### src/rtl/svga_timing_detector.sv
// svga_timing_detector
//   Recovers raster timing from h_synch / v_synch / composite blank:
//   measures line and frame sizes, regenerates per-pixel coordinates
//   with a data-enable, and reports lock after LOCK_FRAMES matching frames.
module svga_timing_detector #(
  parameter int HW          = 11,
  parameter int VW          = 10,
  parameter int LOCK_FRAMES = 2
) (
  input  logic          pixel_clock,
  input  logic          reset,
  input  logic          h_synch_in,
  input  logic          v_synch_in,
  input  logic          blank_in,
  output logic          de,
  output logic [HW-1:0] pixel_x,
  output logic [VW-1:0] line_y,
  output logic [HW-1:0] h_total,
  output logic [HW-1:0] h_active,
  output logic [VW-1:0] v_total,
  output logic [VW-1:0] v_active,
  output logic          locked,
  output logic          frame_start,
  output logic          timing_change
);

  localparam logic [HW-1:0] H_MAX  = '1;
  localparam logic [VW-1:0] V_MAX  = '1;
  localparam logic [4:0]    LOCK_N = 5'(LOCK_FRAMES);

  logic          h_q, v_q, b_q;
  logic          h_rise, v_rise, b_rise, line_done;
  logic [HW-1:0] h_cnt, h_period, h_next;
  logic [HW-1:0] a_cnt, line_act;
  logic [VW-1:0] al_cnt, v_lines;
  logic          h_seen, l_seen, frame_bad, first_frame;
  logic [3:0]    match_cnt;
  logic [4:0]    match_inc;
  logic          meas_eq, timeout;

  assign h_rise    = h_synch_in & ~h_q;
  assign v_rise    = v_synch_in & ~v_q;
  assign b_rise    = blank_in & ~b_q;
  // an active line ends on a blank rising edge that followed some active pixels
  assign line_done = b_rise & (a_cnt != '0);
  assign h_next    = h_cnt + 1'b1;
  assign match_inc = {1'b0, match_cnt} + 5'd1;
  // v_lines / al_cnt are the frame's measurements at the v_rise instant
  assign meas_eq   = (h_period == h_total) && (line_act == h_active) &&
                     (v_lines == v_total) && (al_cnt == v_active);
  assign timeout   = (h_cnt == H_MAX) || (v_lines == V_MAX);

  // input registers for edge detection
  always_ff @(posedge pixel_clock or posedge reset) begin
    if (reset) begin
      h_q <= 1'b0;
      v_q <= 1'b0;
      b_q <= 1'b0;
    end else begin
      h_q <= h_synch_in;
      v_q <= v_synch_in;
      b_q <= blank_in;
    end
  end

  // line / frame counters and per-frame consistency tracking
  always_ff @(posedge pixel_clock or posedge reset) begin
    if (reset) begin
      h_cnt     <= '0;
      h_period  <= '0;
      a_cnt     <= '0;
      line_act  <= '0;
      al_cnt    <= '0;
      v_lines   <= '0;
      h_seen    <= 1'b0;
      l_seen    <= 1'b0;
      frame_bad <= 1'b0;
    end else begin
      if (h_rise) begin
        h_period <= h_next;
        h_cnt    <= '0;
      end else if (h_cnt != H_MAX) begin
        h_cnt <= h_next;
      end

      if (blank_in)            a_cnt <= '0;
      else if (a_cnt != H_MAX) a_cnt <= a_cnt + 1'b1;

      if (line_done) line_act <= a_cnt;

      if (v_rise)                             al_cnt <= '0;
      else if (line_done && al_cnt != V_MAX)  al_cnt <= al_cnt + 1'b1;

      if (v_rise)                             v_lines <= h_rise ? VW'(1) : '0;
      else if (h_rise && v_lines != V_MAX)    v_lines <= v_lines + 1'b1;

      // a coincident h_rise is the first line of the new frame, not a compare
      if (v_rise)      h_seen <= h_rise;
      else if (h_rise) h_seen <= 1'b1;

      if (v_rise)         l_seen <= line_done;
      else if (line_done) l_seen <= 1'b1;

      if (v_rise)
        frame_bad <= 1'b0;
      else if ((h_rise && h_seen && h_next != h_period) ||
               (line_done && l_seen && a_cnt != line_act))
        frame_bad <= 1'b1;
    end
  end

  // frame evaluation: update measurements, count matches, manage lock
  always_ff @(posedge pixel_clock or posedge reset) begin
    if (reset) begin
      first_frame   <= 1'b1;
      match_cnt     <= '0;
      locked        <= 1'b0;
      h_total       <= '0;
      h_active      <= '0;
      v_total       <= '0;
      v_active      <= '0;
      timing_change <= 1'b0;
      frame_start   <= 1'b0;
    end else begin
      timing_change <= 1'b0;
      frame_start   <= v_rise;
      if (v_rise) begin
        if (first_frame) begin
          // partial frame after reset/timeout: discard
          first_frame <= 1'b0;
        end else if (!frame_bad && meas_eq) begin
          if ({1'b0, match_cnt} < LOCK_N) match_cnt <= match_cnt + 1'b1;
          if (match_inc >= LOCK_N)        locked    <= 1'b1;
        end else begin
          h_total       <= h_period;
          h_active      <= line_act;
          v_total       <= v_lines;
          v_active      <= al_cnt;
          match_cnt     <= '0;
          locked        <= 1'b0;
          timing_change <= 1'b1;
        end
      end
      // lost sync: drop lock, keep the last measurements
      if (timeout) begin
        locked      <= 1'b0;
        match_cnt   <= '0;
        first_frame <= 1'b1;
      end
    end
  end

  // regenerated coordinates, one clock behind blank_in
  always_ff @(posedge pixel_clock or posedge reset) begin
    if (reset) begin
      de      <= 1'b0;
      pixel_x <= '0;
      line_y  <= '0;
    end else begin
      de <= ~blank_in;
      if (!blank_in) begin
        pixel_x <= a_cnt;
        line_y  <= al_cnt;
      end
    end
  end

endmodule

### config.mk
export PLATFORM = sky130hd
export DESIGN_NAME = svga_timing_detector
export DESIGN_NICKNAME = d
export VERILOG_FILES = /design/src/rtl/svga_timing_detector.sv
export SDC_FILE = /design/constraint.sdc
export NUM_CORES = 1
export LEC_CHECK = 0
export CAP_MARGIN = 5
export CORE_MARGIN = 2
export CORE_UTILIZATION = 55
export DETAILED_ROUTE_END_ITERATION = 6
export PLACE_DENSITY = 0.83
export SLEW_MARGIN = 20
export SYNTH_ARGS = -nofsm -noshare
export SYNTH_HDL_FRONTEND = slang
export SYNTH_SLANG_ARGS = --single-unit
### constraint.sdc
create_clock -name pixel_clock -period 10.6 [get_ports pixel_clock]
set_input_delay 2.12 -clock pixel_clock [delete_from_list [all_inputs] [get_ports pixel_clock]]
set_output_delay 2.12 -clock pixel_clock [all_outputs]
set_load 0.02 [all_outputs]
==> flow_metrics.env, run 1 <==
export IMPL_cts_max_level=4
export IMPL_critPathMostFrequentCell="or3_1"
export IMPL_grt_pass1_vias=4918
export IMPL_yosysWarnings=0
export IMPL_overflow=0
export IMPL_synth_top_area_cell="dfrtp_1"
export IMPL_die_h_um=116.0
export IMPL_path_max_fanout=13
export IMPL_gp_congestion=0.9486
export IMPL_post_route_min_period_ns=4.537
export IMPL_clk_latency_ns=0.42
export IMPL_slew_headroom_pct=30.42
export IMPL_drt_iter0_markers=379
export IMPL_finalSetupViolations=0
export IMPL_min_path_cells=2
export IMPL_reg2regPathDepth=7
export IMPL_die_area_mm2=0.01347
export IMPL_synth_area_mm2=0.006904
export IMPL_grt_pass1_wl_um=25990
export IMPL_rows=40
export IMPL_worstPathRequired_ns=10.94
export IMPL_num_vias=4815
export IMPL_irDropWorstVdd_uv=105.2
export IMPL_syn_to_final_growth_pct=20.71
export IMPL_setup_tns_ns=0
export IMPL_crit_cells=6
export IMPL_drive_gt1_share_pct=16.99
export IMPL_grt_usage_pct=25.30
export IMPL_rrSetupSlack_ns=7.83
export IMPL_r2r_end="v_active[3]$_DFFE_PP0P_"
export IMPL_worstSetupStartpointType="input port"
export IMPL_post_route_cell_area_mm2=0.008334
export IMPL_ys_seq_area_share_pct=51.49
export IMPL_slowest_delay_ns=0.83
export IMPL_clkTransAtPathRegs_ns=0.06
export IMPL_r2r_start="al_cnt[4]$_DFFE_PP0P_"
export IMPL_ctsResizeCount=0
export IMPL_min_to="h_seen$_DFFE_PP0P_"
export IMPL_yosys_cell_count_top_type="dfrtp_1"
export IMPL_max_clock_freq_mhz=220.4
export IMPL_wire_per_inst_um=18.71
export IMPL_grt_max_degree=83
export IMPL_synthArstFlopShare_pct=100.0
export IMPL_final_nets=670
export IMPL_cp_cell_sequence="clkdlybuf4s50_1 > nor2b_1 > o31ai_1 > or3_1 > or3_1 > a21oi_1"
export IMPL_status="finished clean"
export IMPL_utilization_pct=68.81
export IMPL_fillers=898
export IMPL_synthFlopType="dfrtp_1"
export IMPL_clockBufferDepth=2
export IMPL_ys_ff_latch=142
export IMPL_cts_buffers=17
export IMPL_ant_nets=0
export IMPL_maxCapViolations=0
export IMPL_antenna_found_initial=0
export IMPL_cp_slowest_cell="nor2b_1"
export IMPL_syn_avg_cell_area_um2=11.53
export IMPL_synth_edf_count=0
export IMPL_cts_tree="yes"
export IMPL_numPortBuffers=71
export IMPL_worstSetupEndpointType="flip-flop"
export IMPL_cts_hold_buf=0
export IMPL_routed_wl_um=15700
export IMPL_yosys_top_cells_area="dfrtp_1 (51%), xor2_1 (7.9%), mux2_4 (7.6%), mux2_2 (5.5%), xnor2_1 (3.2%)"
export IMPL_hold_viol=0
export IMPL_start_util_pct=57.00
export IMPL_pre_cts_ws_ns=5.669
export IMPL_hpwlAfterDp_um=10740
export IMPL_worst_pin_slew_ns=1.040
export IMPL_synth_common_cells="dfrtp_1 (141), xor2_1 (62), nor2_1 (42), nand2_1 (40), mux2_4 (35)"
export IMPL_diodes=0
export IMPL_synth_top_cell_area_share_pct=51.11
export IMPL_fin_crit_sh_pct=42.81
export IMPL_clock_skew_final_ns=0.007085
export IMPL_drc=0
export IMPL_core_area_mm2=0.01211
export IMPL_criticalPathCategory="in -> reg"
export IMPL_rsz0062_at_grt="false"
export IMPL_clock_sinks=142
export IMPL_place_area_mm2=0.007682
export IMPL_firstDrtPassIters=5
export IMPL_drv_slew=0
export IMPL_p_per_area_mw_per_mm2=185.9
export IMPL_synthCells=599
export IMPL_post_synth_num_cell_types=59
export IMPL_path_buf_inv=1
export IMPL_critical_path_top_delay_family="simple AND/OR/NAND/NOR gates"
export IMPL_leakagePower_nw=3.913
export IMPL_post_cts_setup_buffer_count=0
export IMPL_root_buffer="clkbuf_16"
export IMPL_min_delay_start="h_seen$_DFFE_PP0P_"
export IMPL_cp_arrival_ns=4.88
export IMPL_worstHoldPathType="reg -> reg"
export IMPL_p_total_mw=1.549
export IMPL_ios=72
export IMPL_fin_ws_ns=6.063
export IMPL_vias_per_cell=5.739
export IMPL_synth_fp_nets=611
export IMPL_die_w_um=116.0
-- how the worst max path moves through the flow --
stage,startpoint,to,slack (ns)
2_1_floorplan,reset,a_cnt[0]$_DFFE_PP0P_,4.67
3_3_place_gp,h_synch_in,v_lines[9]$_DFFE_PP0P_,5.83
3_5_place_dp,h_synch_in,v_lines[9]$_DFFE_PP0P_,5.67
4_1_cts,h_synch_in,v_lines[9]$_DFFE_PP0P_,6.11
5_1_grt,h_synch_in,v_lines[9]$_DFFE_PP0P_,5.89
6_report,h_synch_in,v_lines[9]$_DFFE_PP0P_,6.06
-- kinds of logic after synthesis --
kind of cell	after synthesis	synth area share (%)
simple gates	165	12.31
flops	142	51.49
xor+xnor	87	11.04
compound gates	75	6.868
mux	71	13.45
buf+inv	52	3.588
fa+ha+maj	7	1.269
-- placed cells by master, fill, tap and decap left out, types with 3 or more instances in the layout --
cell type / netlist / layout
a21oi_1: 15 / 15
and3_1: 7 / 7
buf_4: 1 / 3
bufinv_16: 0 / 5
clkbuf_16: 0 / 17
clkdlybuf4s50_1: 0 / 71
clkinv_2: 0 / 3
clkinvlp_4: 0 / 3
dfrtp_1: 141 / 141
ha_1: 7 / 7
inv_1: 17 / 16
mux2_2: 34 / 34
mux2_4: 35 / 35
nand2_1: 40 / 40
nand2b_1: 7 / 7
nand3_1: 16 / 16
nand4_1: 15 / 15
nor2_1: 42 / 42
nor2b_1: 3 / 3
nor3_1: 6 / 6
nor4_1: 11 / 11
o21ai_0: 27 / 27
o22ai_1: 3 / 3
or3_1: 3 / 3
xnor2_1: 25 / 25
xor2_1: 62 / 62
-- stage by stage --
step | instances | hold WS [ns]
floorplan | 599 | 0.4419
global placement | 807 | 0.4533
detailed placement | 807 | 0.4661
CTS | 839 | 0.4811
global route | 839 | 0.5144
finish | 839 | 0.4807
-- metal layers --
| metal | GRT usage, % | part of all wire, % | routed length [µm] |
|---|---|---|---|
| met5 | 0 | 0 | 0 |
| met4 | 8.651 | 1.7 | 260 |
| met3 | 4.916 | 4.3 | 678 |
| met2 | 41.17 | 50 | 7794 |
| met1 | 34.34 | 44 | 6967 |
-- layout make-up --
type	instances	area [µm²]	share of cell area, %
Inverter	17	68.82	0.8257
Multi-Input combinational cell	405	3108	37.29
Sequential cell	142	3555	42.65
Clock buffer	21	460.4	5.525
Clock inverter	11	187.7	2.252
Timing Repair Buffer	75	744.5	8.933
Tap cell	168	210.2	2.522
-- registers in the layout, summed over array words and instances, names as in the netlist, 4 cells and up --
signal / flops
h_cnt: 11
v_active: 10
h_period: 11
v_lines: 10
a_cnt: 11
al_cnt: 10
line_y: 10
pixel_x: 11
line_act: 11
h_total: 11
h_active: 11
match_cnt: 4
v_total: 10
-- worst min-delay path: cells and delay by family, from the launching register on --
family | cells | cell delay (ns)
flops | 1 | 0.32
simple gates | 2 | 0.12
-- power breakdown --
part	total, mW	leakage, nW	switching, mW	internal (mW)
clock network	0.653	0.309	0.224	0.428
logic	0.257	1.67	0.134	0.124
registers	0.639	1.93	0.0550	0.584
total	1.55	3.91	0.413	1.14
No activity file was read; power rests on OpenSTA's default activity.
==> run 2, diff against run 1 <==
Clock period 10.6 ns to 4.55 ns, I/O delays scaled along.
==> flow_metrics.env, run 2 (synthesis results as in run 1) <==
export IMPL_status="finished clean"
export IMPL_p_clk_share_pct=41.2
export IMPL_clockBufferDepth=2
export IMPL_post_route_min_period_ns=2.792
export IMPL_rows=40
export IMPL_clkTransAtPathRegs_ns=0.06
export IMPL_pre_cts_ws_ns=1.432
export IMPL_cts_buffers=17
export IMPL_setup_tns_ns=0
export IMPL_grt_pass1_wl_um=26230
export IMPL_maxCapViolations=0
export IMPL_drt_iter0_markers=442
export IMPL_r2r_start="h_cnt[0]$_DFFE_PP0P_"
export IMPL_worstSetupEndpointType="flip-flop"
export IMPL_p_sw_share_pct=27.01
export IMPL_leakagePower_nw=3.934
export IMPL_antenna_found_initial=0
export IMPL_gp_congestion=0.9247
export IMPL_worst_pin_slew_ns=0.9450
export IMPL_cp_startpoint="v_synch_in"
export IMPL_final_nets=676
export IMPL_grt_pass1_vias=4988
export IMPL_cp_arrival_ns=3.13
export IMPL_netSwitchingPower_mw=0.9592
export IMPL_grt_met2_usage_pct=40.86
export IMPL_die_area_mm2=0.01347
export IMPL_criticalPathCategory="in -> reg"
export IMPL_ios=72
export IMPL_cp_cell_sequence="clkdlybuf4s50_1 > nand2b_1 > inv_1 > o21ai_1 > or4_1 > o21ai_0"
export IMPL_cts_hold_buf=0
export IMPL_slowest_delay_ns=0.65
export IMPL_clk_latency_ns=0.42
export IMPL_firstDrtPassIters=5
export IMPL_hpwlAfterDp_um=10900
export IMPL_post_cts_setup_buffer_count=0
export IMPL_p_per_area_mw_per_mm2=425.4
export IMPL_use_met1_pct=35.42
export IMPL_diodes=0
export IMPL_core_area_mm2=0.01211
export IMPL_ctsResizeCount=0
export IMPL_rrSetupSlack_ns=1.88
export IMPL_cts_max_level=4
export IMPL_cp_slowest_cell="inv_1"
export IMPL_worstSetupStartpointType="input port"
export IMPL_root_buffer="clkbuf_16"
export IMPL_worstHoldPathType="reg -> reg"
export IMPL_ant_nets=0
export IMPL_max_clock_freq_mhz=358.1
export IMPL_reg2regPathDepth=6
export IMPL_worstPathRequired_ns=4.89
export IMPL_final_cell_mix="dfrtp_1 (141), clkdlybuf4s50_1 (71), xor2_1 (62)"
export IMPL_irDropWorstVdd_uv=209.9
export IMPL_pwr_share_seq_pct=42.0
export IMPL_slew_headroom_pct=36.76
export IMPL_power_internal_mw=2.592
export IMPL_vias_per_cell=5.736
export IMPL_clock_skew_final_ns=0.008213
export IMPL_routed_wl_um=15820
export IMPL_clock_sinks=142
export IMPL_num_vias=4841
export IMPL_rsz0062_at_grt="false"
export IMPL_path_max_fanout=22
export IMPL_drv_slew=0
export IMPL_crit_end="al_cnt[9]$_DFFE_PP0P_"
export IMPL_start_util_pct=57.00
export IMPL_r2r_end="frame_bad$_DFFE_PP0P_"
export IMPL_cts_tree="yes"
export IMPL_hold_viol=0
export IMPL_fin_crit_sh_pct=61.37
export IMPL_met3_usage_pct=4.655
export IMPL_final_common_cell="dfrtp_1"
export IMPL_overflow=0
export IMPL_drc=0
export IMPL_top_usage_layer="met2"
export IMPL_wire_per_inst_um=18.75
export IMPL_drive_gt1_share_pct=17.75
export IMPL_grt_usage_pct=25.41
export IMPL_grt_max_degree=39
export IMPL_die_w_um=116.0
export IMPL_fin_ws_ns=1.758
export IMPL_fillers=860
export IMPL_syn_to_final_growth_pct=20.91
export IMPL_finalSetupViolations=0
export IMPL_numPortBuffers=71
export IMPL_pwr_share_comb_pct=16.8
export IMPL_die_h_um=116.0
[run 2: power groups by stage]
stage               clock network (mW)  registers [mW]  logic, mW
floorplan                            0            1.52      0.364
global placement                     0            1.50      0.580
detailed placement                   0            1.51      0.593
CTS                               1.47            1.49      0.599
global route                      1.53            1.50      0.649
finish                            1.46            1.49      0.597
[run 2: critical path: cells and delay by family]
| family | cells | cell delay [ns] |
|---|---|---|
| AO/OA/AOI/OAI | 2 | 0.33 |
| buffers and inverters | 2 | 1.13 |
| AND/OR/NAND/NOR | 2 | 0.75 |
[run 2: layer usage]
layer / vias to the layer above / wire (µm) / share of wire [%]
met5: - / 0 / 0
met2: 154 / 7789 / 49
li1: 2205 / - / -
met4: 0 / 235 / 1.5
met3: 24 / 687 / 4.3
met1: 2458 / 7112 / 45
[run 2: worst min-delay path by stage]
stage | start | end | slack, ns | depth (start not counted)
4_1_cts | h_seen$_DFFE_PP0P_ | h_seen$_DFFE_PP0P_ | 0.47 | 2
2_1_floorplan | h_seen$_DFFE_PP0P_ | h_seen$_DFFE_PP0P_ | 0.44 | 2
5_1_grt | h_seen$_DFFE_PP0P_ | h_seen$_DFFE_PP0P_ | 0.52 | 2
3_3_place_gp | h_seen$_DFFE_PP0P_ | h_seen$_DFFE_PP0P_ | 0.45 | 2
3_5_place_dp | h_seen$_DFFE_PP0P_ | h_seen$_DFFE_PP0P_ | 0.46 | 2
6_report | h_seen$_DFFE_PP0P_ | h_seen$_DFFE_PP0P_ | 0.47 | 2
[run 2: per-stage QoR]
stage | instance area, µm² | hold slack, ns | instances | total power, mW | util, %
final | 8348 | 0.4741 | 844 | 3.551 | 68.93
after global routing | 8348 | 0.5163 | 844 | 3.681 | 68.93
after CTS | 8348 | 0.4739 | 844 | 3.562 | 68.93
after detailed placement | 7726 | 0.4599 | 813 | 2.101 | 63.79
after global placement | 7726 | 0.4539 | 813 | 2.080 | 63.79
after floorplan | 6908 | 0.4419 | 599 | 1.888 | -
[run 2: final cells by class]
cell class | instances | area, µm² | share of cell area, %
Inverter | 17 | 67.56 | 0.8094
Tap cell | 168 | 210.2 | 2.518
Clock inverter | 11 | 165.2 | 1.978
Clock buffer | 20 | 456.7 | 5.471
Multi-Input combinational cell | 405 | 3108 | 37.23
Timing Repair Buffer | 81 | 785.8 | 9.412
Sequential cell | 142 | 3555 | 42.58
